<file path="src/rtl/pattern_pkg.sv">
// pattern_pkg: shared defaults and sizing helpers for the serial pattern detector.
// Rev 1.0 - initial release.
`default_nettype none

package pattern_pkg;

  localparam int         DEF_PAT_W   = 4;
  localparam logic [3:0] DEF_PATTERN = 4'b1101;
  localparam int         DEF_CNT_W   = 8;

  // The fill counter must be able to hold the value PAT_W itself.
  function automatic int fill_w(input int pat_w);
    return $clog2(pat_w + 1);
  endfunction

endpackage

`default_nettype wire

</file>
<file path="src/rtl/sat_counter.sv">
// sat_counter: W-bit up-counter that holds at all-ones; clr beats inc.
// Rev 1.0 - initial release.
`default_nettype none

module sat_counter #(
  parameter int W = 8
) (
  input  logic         clk,
  input  logic         rst,
  input  logic         inc,
  input  logic         clr,
  output logic [W-1:0] cnt,
  output logic         sat
);

  logic [W-1:0] cnt_q;
  logic [W-1:0] cnt_d;
  logic         sat_w;

  assign sat_w = (cnt_q == {W{1'b1}});

  always_comb begin
    cnt_d = cnt_q;
    if (clr) begin
      cnt_d = '0;
    end else if (inc && !sat_w) begin
      cnt_d = cnt_q + 1'b1;
    end
  end

  always_ff @(posedge clk or posedge rst) begin
    if (rst) begin
      cnt_q <= '0;
    end else begin
      cnt_q <= cnt_d;
    end
  end

  assign cnt = cnt_q;
  assign sat = sat_w;

endmodule

`default_nettype wire

</file>
<file path="src/rtl/serial_pattern_detector.sv">
// serial_pattern_detector: MSB-first serial pattern matcher with saturating match count.
// Define NONOVERLAP_EN to restart the fill after every match. Rev 1.0 - initial release.
`default_nettype none

module serial_pattern_detector
  import pattern_pkg::*;
#(
  parameter int               PAT_W   = DEF_PAT_W,
  parameter logic [PAT_W-1:0] PATTERN = PAT_W'(DEF_PATTERN),
  parameter int               CNT_W   = DEF_CNT_W
) (
  input  logic             clk,
  input  logic             rst,
  input  logic             en,
  input  logic             d_in,
  input  logic             clr,
  output logic             match,
  output logic [CNT_W-1:0] match_cnt,
  output logic             cnt_sat,
  output logic [PAT_W-1:0] window
);

  localparam int                FILL_W    = fill_w(PAT_W);
  localparam logic [FILL_W-1:0] FILL_FULL = FILL_W'(PAT_W);
  localparam logic [FILL_W-1:0] FILL_LAST = FILL_W'(PAT_W - 1);

  logic [PAT_W-1:0]  window_q;
  logic [PAT_W-1:0]  window_d;
  logic [PAT_W-1:0]  shift_in;
  logic [FILL_W-1:0] fill_q;
  logic [FILL_W-1:0] fill_d;
  logic              match_q;
  logic              match_d;

  assign shift_in = {window_q[PAT_W-2:0], d_in};

  // A match needs PAT_W real samples, so a zero-filled window never qualifies.
  always_comb begin
    window_d = window_q;
    fill_d   = fill_q;
    match_d  = 1'b0;
    if (en) begin
      window_d = shift_in;
      if (fill_q != FILL_FULL) begin
        fill_d = fill_q + 1'b1;
      end
      match_d = (fill_q >= FILL_LAST) && (shift_in == PATTERN);
`ifdef NONOVERLAP_EN
      if (match_d) begin
        fill_d = '0;
      end
`endif
    end
  end

  always_ff @(posedge clk or posedge rst) begin
    if (rst) begin
      window_q <= '0;
      fill_q   <= '0;
      match_q  <= 1'b0;
    end else begin
      window_q <= window_d;
      fill_q   <= fill_d;
      match_q  <= match_d;
    end
  end

  // The count follows the registered pulse, one edge behind it.
  sat_counter #(
    .W(CNT_W)
  ) u_match_cnt (
    .clk (clk),
    .rst (rst),
    .inc (match_q),
    .clr (clr),
    .cnt (match_cnt),
    .sat (cnt_sat)
  );

  assign match  = match_q;
  assign window = window_q;

endmodule

`default_nettype wire

</file>
<file path="config.mk">
export PLATFORM = sky130hd
export DESIGN_NAME = serial_pattern_detector
export DESIGN_NICKNAME = d
export VERILOG_FILES = /design/src/rtl/pattern_pkg.sv /design/src/rtl/sat_counter.sv /design/src/rtl/serial_pattern_detector.sv
export SDC_FILE = /design/constraint.sdc
export NUM_CORES = 1
export LEC_CHECK = 0
export ABC_AREA = 0
export BUFFER_PORTS_ARGS = -buffer_cell sky130_fd_sc_hd__buf_2
export CORE_AREA = 2 2 79 43
export CTS_BUF_LIST = sky130_fd_sc_hd__clkbuf_8
export CTS_CLUSTER_DIAMETER = 30
export CTS_CLUSTER_SIZE = 16
export DETAILED_ROUTE_END_ITERATION = 10
export DIE_AREA = 0 0 81 45
export PLACE_DENSITY_LB_ADDON = 0.12
export SYNTH_ARGS = -nofsm -noshare
export SYNTH_HDL_FRONTEND = slang
export SYNTH_SLANG_ARGS = --single-unit
</file>
<file path="constraint.sdc">
create_clock -name clk -period 1.5 [get_ports clk]
set_input_delay 0.075 -clock clk [delete_from_list [all_inputs] [get_ports clk]]
set_output_delay 0.075 -clock clk [all_outputs]
set_load 0.05 [all_outputs]
</file>
==> impl_metrics.sql, run 1 <==
INSERT INTO impl_metrics (metric_group, metric, value, unit) VALUES
('global_routing', 'grt_max_degree', '17', ''),
('worst_setup_path', 'critPathMaxFanout', '5', ''),
('timing', 'unrepaired_setup_endpoints_after_global_routing', 'no', ''),
('timing', 'worstMarginPinSlew', '600.5', 'ps'),
('timing', 'final_max_slew_viol_count', '0', ''),
('synth', 'synth_top_area_share', '47.20', '%'),
('flow_run', 'cap_viol_max_count', '0', ''),
('route', 'detail_route.wl_per_cell', '12.22', 'um'),
('timing', 'finalHoldViolCount', '0', ''),
('synth', 'yosys_warnings', '0', ''),
('worst_setup_path', 'critical_path.startpoint_type', 'register', ''),
('route', 'drt.antenna.violating_nets', '0', ''),
('worst_setup_path', 'criticalPathCategory', 'register to register', ''),
('worst_hold_path', 'hold_path_depth', '2', ''),
('floorplanning', 'die_w', '81', 'um'),
('place', 'post_dp_cell_area', '1008', 'um2'),
('power_and_ir_drop', 'internal-power', '837.7', 'uW'),
('clock_tree', 'root_buffer', 'clkbuf_8', ''),
('timing', 'final_min_period_over_clock_period', '96.72', '%'),
('worst_setup_path', 'rrSetupSlack', '50', 'ps'),
('floorplanning', 'dieArea', '3645', 'um2'),
('synth', 'yosysTopAreaCell', 'dfrtp_1', ''),
('route', 'detail_route.drc_violations', '0', ''),
('place', 'hpwl', '1334', 'um'),
('clock_tree', 'cts-buffers-inserted', '3', ''),
('finish', 'finish.instance_area', '1100', 'um2'),
('power_and_ir_drop', 'max-vdd-ir-drop', '482.7', 'uV'),
('power_and_ir_drop', 'clock_power_share', '31.0', '%'),
('clock_tree', 'cts_tree', 'yes', ''),
('finish', 'n_antenna_cell', '0', ''),
('power_and_ir_drop', 'switching_power', '386.0', 'uW'),
('route', 'wirelength', '1735', 'um'),
('finish', 'final_cell_mix', '17 x buf_2, 9 x dfrtp_2, 7 x dfrtp_1', ''),
('power_and_ir_drop', 'power.switching_fraction', '31.55', '%'),
('worst_hold_path', 'worstHoldStart', 'd_in', ''),
('place', 'globalplace.congestion', '0.7162', ''),
('status', 'run_status', 'complete, no violations', ''),
('floorplanning', 'row_count', '14', ''),
('clock_tree', 'cts.path.max_buffers', '2', ''),
('power_and_ir_drop', 'p_seq_share', '44.9', '%'),
('floorplanning', 'start_util', '29.17', '%'),
('floorplanning', 'pin_count', '19', ''),
('power_and_ir_drop', 'cellPowerDensity', '1113', 'nW/um2'),
('timing', 'period_minus_slack', '1451', 'ps'),
('timing', 'max_freq', '0.6893', 'GHz'),
('route', 'vias_per_cell', '4.697', ''),
('timing', 'relSlewSlack', '59.93', '%'),
('floorplanning', 'placeableCoreArea', '2908', 'um2'),
('global_routing', 'globalRoute.totalOverflow', '0', ''),
('worst_setup_path', 'ff2ff_path_depth', '4', ''),
('global_routing', 'first_pass_grt_wire_length', '3008', 'um'),
('clock_tree', 'ctsHtreeMaxLevel', '1', ''),
('synth', 'post_synthesis_instance_area', '848.3', 'um2'),
('worst_setup_path', 'timing.critical_path.arrival', '1580', 'ps'),
('clock_tree', 'cts.sinks', '16', ''),
('place', 'dpl_worst_slack', '18.00', 'ps'),
('synth', 'main_area_contributors_after_synthesis', 'dfrtp_1 47%, ha_1 5.9%, mux2_2 5.3%', ''),
('worst_hold_path', 'worstHoldPathType', 'input pin to register', ''),
('finish', 'final_core_util', '37.82', '%'),
('finish', 'syn_to_final_growth', '29.65', '%'),
('finish', 'finish.net_count', '112', ''),
('synth', 'synth.avg_cell_area', '10.88', 'um2'),
('global_routing', 'grt_pass1_vias', '648', ''),
('worst_hold_path', 'min_to', 'window[0]', ''),
('power_and_ir_drop', 'combinationalPowerShare', '24.1', '%'),
('synth', 'seq_area_frac_synth', '47.20', '%'),
('power_and_ir_drop', 'power.static_leakage', '0.4866', 'nW'),
('timing', 'final-setup-viol-count', '0', ''),
('finish', 'layout.cells.most_common', 'buf_2', ''),
('global_routing', 'number_of_antenna_violations_at_the_first_check_in_global_routing', '0', ''),
('floorplanning', 'fp.dieH', '45', 'um');
## power by group through the flow
stage	Combinational (mW)	Clock, mW	Sequential [mW]
2_1_floorplan	0.156	0	0.621
3_3_place_gp	0.279	0	0.552
3_5_place_dp	0.301	0	0.558
4_1_cts	0.305	0.395	0.549
5_1_grt	0.335	0.422	0.559
6_report	0.295	0.379	0.550
## stage by stage
| step | instances | setup TNS [ps] | power, mW | hold WS [ps] |
|---|---|---|---|---|
| after global placement | 135 | 0 | 0.8303 | 177.5 |
| after floorplan | 78 | -109.7 | 0.7770 | -11.87 |
| final | 142 | 0 | 1.224 | 83.58 |
| after global routing | 142 | 0 | 1.315 | 81.76 |
| after CTS | 141 | 0 | 1.249 | 79.88 |
| after detailed placement | 135 | 0 | 0.8584 | 189.4 |
## repair_timing
| action | CTS | global route |
|---|---|---|
| setup endpoints to repair | 1 | 3 |
| hold buffers | 1 | 0 |
| pin swaps | 0 | 1 |
| buffers inserted | 1 | 1 |
| gates resized for setup | 2 | 2 |
| hold endpoints to repair | 16 | 0 |
## worst max-delay path, stage by stage, from the launching register on
cell and delay [ps]:
dfrtp_2 430, ha_4 170, and4_4 210, a211oi_2 220, mux2_4 320
## cell usage after synthesis, drive strengths merged
cell and count:
dfrtp 16, inv 6, mux2 6, a211oi 5, nor3 5, and4 4
ha 4, nand4 4, a21oi 3, nand2 3, nor2 3, o21ai 3
a21boi 2, a31oi 2, buf 2, nand2b 2, nor2b 2, and2 1
and3 1, clkbuf 1, mux2i 1, nand3 1, xnor2 1
## per-layer routing
layer	part of all wire [%]	GRT usage (%)	wire, um	vias up
met5	0	0	0	-
met4	0	4.746	0	0
li1	-	-	-	333
met3	3.3	4.400	58	0
met1	45	13.25	774	322
met2	52	19.50	902	12
## final cells by class
type                    count  area [um2]
well taps                  40       50.05
multi-input cells          53       420.4
inverters                   6       22.52
fillers                   308        1808
repair buffers             23       140.1
flip-flops and latches     16       411.6
clock buffers               4       55.05
## cells by family (layout without fill, tap and decap cells)
group | after synthesis | count (layout) | synth area share, %
AOI/OAI and AO/OA | 15 | 15 | 12.24
muxes | 7 | 7 | 10.03
adders and majority gates | 4 | 4 | 5.900
and+or+nand+nor | 26 | 26 | 18.58
DFF | 16 | 16 | 47.20
xor gates and xnor gates | 1 | 1 | 1.033
buffers and inverters | 9 | 33 | 5.013
## registers in the layout, indices dropped and copies added (netlist names)
register / count
fill_q: 3
match: 1
u_match_cnt.cnt: 8
window: 4
## how the worst max path moves through the flow
stage                        from                 end  slack (ps)  cells after the start
3_5_place_dp   u_match_cnt.cnt[1]  u_match_cnt.cnt[5]          20                      4
5_1_grt        u_match_cnt.cnt[0]  u_match_cnt.cnt[5]           5                      4
4_1_cts        u_match_cnt.cnt[1]             cnt_sat          20                      4
6_report       u_match_cnt.cnt[1]  u_match_cnt.cnt[5]          50                      4
2_1_floorplan  u_match_cnt.cnt[1]  u_match_cnt.cnt[5]         -70                      4
3_3_place_gp   u_match_cnt.cnt[1]  u_match_cnt.cnt[5]          50                      4
Power figures use the tool's default switching activity.
==> run 2: changes to the inputs <==
--- a/config.mk
+++ b/config.mk
@@ -7,6 +7,8 @@
 export LEC_CHECK = 0
 export ABC_AREA = 0
 export BUFFER_PORTS_ARGS = -buffer_cell sky130_fd_sc_hd__buf_2
+export CELL_PAD_IN_SITES_DETAIL_PLACEMENT = 1
+export CELL_PAD_IN_SITES_GLOBAL_PLACEMENT = 2
 export CORE_AREA = 2 2 79 43
 export CTS_BUF_LIST = sky130_fd_sc_hd__clkbuf_8
 export CTS_CLUSTER_DIAMETER = 30
@@ -14,6 +16,7 @@
 export DETAILED_ROUTE_END_ITERATION = 10
 export DIE_AREA = 0 0 81 45
 export PLACE_DENSITY_LB_ADDON = 0.12
+export REMOVE_ABC_BUFFERS = 1
 export SYNTH_ARGS = -nofsm -noshare
 export SYNTH_HDL_FRONTEND = slang
 export SYNTH_SLANG_ARGS = --single-unit
==> impl_metrics.sql, run 2 (same netlist as run 1, synthesis figures left out) <==
INSERT INTO impl_metrics (metric_group, metric, value, unit) VALUES
('finish', 'instances_no_fill', '146', ''),
('finish', 'nFillCells', '342', ''),
('route', 'drt_pre_antenna_iters', '4', ''),
('timing', 'hold-worst-slack', '80.13', 'ps'),
('timing', 'relSlewSlack', '56.83', '%'),
('timing', 'period_minus_slack', '1426', 'ps'),
('worst_setup_path', 'criticalPathCategory', 'register to output pin', ''),
('power_and_ir_drop', 'cellPowerDensity', '1124', 'nW/um2'),
('place', 'count_of_buffers_inserted_at_the_top_level_ports', '18', ''),
('finish', 'n_antenna_cell', '0', ''),
('floorplanning', 'fp.dieH', '45', 'um'),
('place', 'dpl_worst_slack', '27.43', 'ps'),
('clock_tree', 'ctsHtreeMaxLevel', '1', ''),
('timing', 'unrepaired_setup_endpoints_after_global_routing', 'no', ''),
('floorplanning', 'die_w', '81', 'um'),
('finish', 'layout.cells.most_common', 'buf_2', ''),
('route', 'wirelength', '2042', 'um'),
('timing', 'final.setup_skew', '3.083', 'ps'),
('floorplanning', 'pin_count', '19', ''),
('timing', 'final_min_period_over_clock_period', '95.05', '%'),
('worst_setup_path', 'critPathMaxFanout', '5', ''),
('place', 'placed_instances', '141', ''),
('worst_setup_path', 'cp-end-kind', 'output pin', ''),
('clock_tree', 'cts.path.max_buffers', '2', ''),
('global_routing', 'grt_pass1_vias', '759', ''),
('worst_setup_path', 'timing.critical_path.slowest_cell_delay', '360', 'ps'),
('finish', 'syn_to_final_growth', '29.94', '%'),
('finish', 'final_layout_size_suffix_gt1_share', '38.68', '%'),
('clock_tree', 'clkLatencyLatePin', '250', 'ps'),
('global_routing', 'groute.usage.overall', '12.95', '%'),
('floorplanning', 'dieArea', '3645', 'um2'),
('route', 'initialDrtViolationCount', '6', ''),
('timing', 'setup_total_negative_slack', '0', 'ps'),
('timing', 'max_freq', '0.7014', 'GHz'),
('place', 'hpwl', '1562', 'um'),
('power_and_ir_drop', 'max-vdd-ir-drop', '745.9', 'uV'),
('worst_setup_path', 'timing.critical_path.arrival', '1350', 'ps'),
('route', 'route.vias.total', '695', ''),
('worst_setup_path', 'worst_ep_required_time', '1420', 'ps'),
('worst_setup_path', 'path_cells', 'ha_2, and4_4, and2_1, buf_6', ''),
('finish', 'finish.instance_area', '1102', 'um2'),
('status', 'run_status', 'complete, no violations', ''),
('finish', 'final_cell_mix', '17 x buf_2, 16 x dfrtp_1, 8 x buf_4', ''),
('route', 'drt.antenna.violating_nets', '0', ''),
('timing', 'worstMarginPinSlew', '646.9', 'ps'),
('clock_tree', 'cts.sinks', '16', ''),
('route', 'detail_route.wl_per_cell', '13.99', 'um'),
('floorplanning', 'placeableCoreArea', '2908', 'um2'),
('clock_tree', 'cts-buffers-inserted', '3', ''),
('worst_hold_path', 'worstHoldPathType', 'input pin to register', ''),
('clock_tree', 'clk_transition_reported_paths', '70', 'ps'),
('route', 'vias_per_cell', '4.760', ''),
('place', 'globalplace.congestion', '0.7539', ''),
('floorplanning', 'row_count', '14', ''),
('timing', 'final-setup-viol-count', '0', ''),
('global_routing', 'first_pass_grt_wire_length', '3560', 'um'),
('global_routing', 'grt_max_degree', '17', ''),
('finish', 'register_cell_area_after_layout', '400.4', 'um2'),
('global_routing', 'globalRoute.totalOverflow', '0', ''),
('finish', 'final_core_util', '37.91', '%'),
('floorplanning', 'start_util', '29.17', '%'),
('finish', 'largest_reg_flops', '8', ''),
('clock_tree', 'cts_tree', 'yes', ''),
('finish', 'finish.net_count', '116', ''),
('timing', 'final_max_slew_viol_count', '0', ''),
('place', 'post_dp_cell_area', '1028', 'um2'),
('finish', 'multiInputGateArea', '407.9', 'um2'),
('clock_tree', 'root_buffer', 'clkbuf_8', ''),
('power_and_ir_drop', 'power.total', '1.239', 'mW'),
('route', 'detail_route.drc_violations', '0', ''),
('worst_setup_path', 'slowest_stage', 'dfrtp_1', ''),
('power_and_ir_drop', 'power.static_leakage', '0.5209', 'nW'),
('timing', 'finalHoldViolCount', '0', ''),
('flow_run', 'cap_viol_max_count', '0', ''),
('global_routing', 'number_of_antenna_violations_at_the_first_check_in_global_routing', '0', ''),
('timing', 'final_critical_path_setup_slack', '74.26', 'ps'),
('worst_setup_path', 'critical_path.startpoint_type', 'register', '');
-- run 2: cell types whose count changed in the layout (fill, tap and decap cells not counted), sizes merged --
cell	previous run	this run
buf	22	26
-- run 2: what timing repair did --
item	CTS	global route
gates resized for setup	1	2
hold endpoints to repair	16	0
pin swaps	0	1
hold buffers	1	0
endpoints found under the setup margin	1	2
setup buffers	0	0
-- run 2: report_power, final --
part | total (mW) | switching [mW] | internal (mW)
combinational | 0.299 | 0.190 | 0.108
clock | 0.391 | 0.158 | 0.233
sequential | 0.549 | 0.0535 | 0.496
total | 1.24 | 0.402 | 0.837
-- run 2: area by class of cell --
cell class                      count  area share [%]
Tap cell                           40           4.540
Clock buffer                        4           4.994
Multi-Input combinational cell     53           37.00
Inverter                            6           2.043
Sequential cell                    16           36.32
Timing Repair Buffer               27           15.10
-- run 2: metal layers --
metal / part of all wire, % / GRT usage [%] / vias to the layer above
li1: - / - / 341
met1: 49 / 15.61 / 338
met2: 46 / 23.47 / 14
met3: 4.3 / 4.800 / 2
met4: 0.34 / 1.017 / 0
met5: 0 / 0 / -
-- run 2: path summary, 6_finish.rpt --
kind                            slack, ps                 end  depth (start not counted)               start
worst max-delay path                   70             cnt_sat                          4  u_match_cnt.cnt[1]
worst min-delay path                   80           window[0]                          2                d_in
worst max register to register        100  u_match_cnt.cnt[5]                          4  u_match_cnt.cnt[1]
worst min register to register        480               match                          1           window[0]
max in group asynchronous             630           fill_q[2]                          3                 rst
min in group asynchronous             460  u_match_cnt.cnt[4]                          3                 rst
-- run 2: critical path: cells and delay by family, from the launching register on --
| kind | cells | cell delay [ps] |
|---|---|---|
| adder cells (fa/ha/maj) | 1 | 180 |
| buffers and inverters | 1 | 160 |
| flip-flops | 1 | 360 |
| AND/OR/NAND/NOR | 2 | 390 |
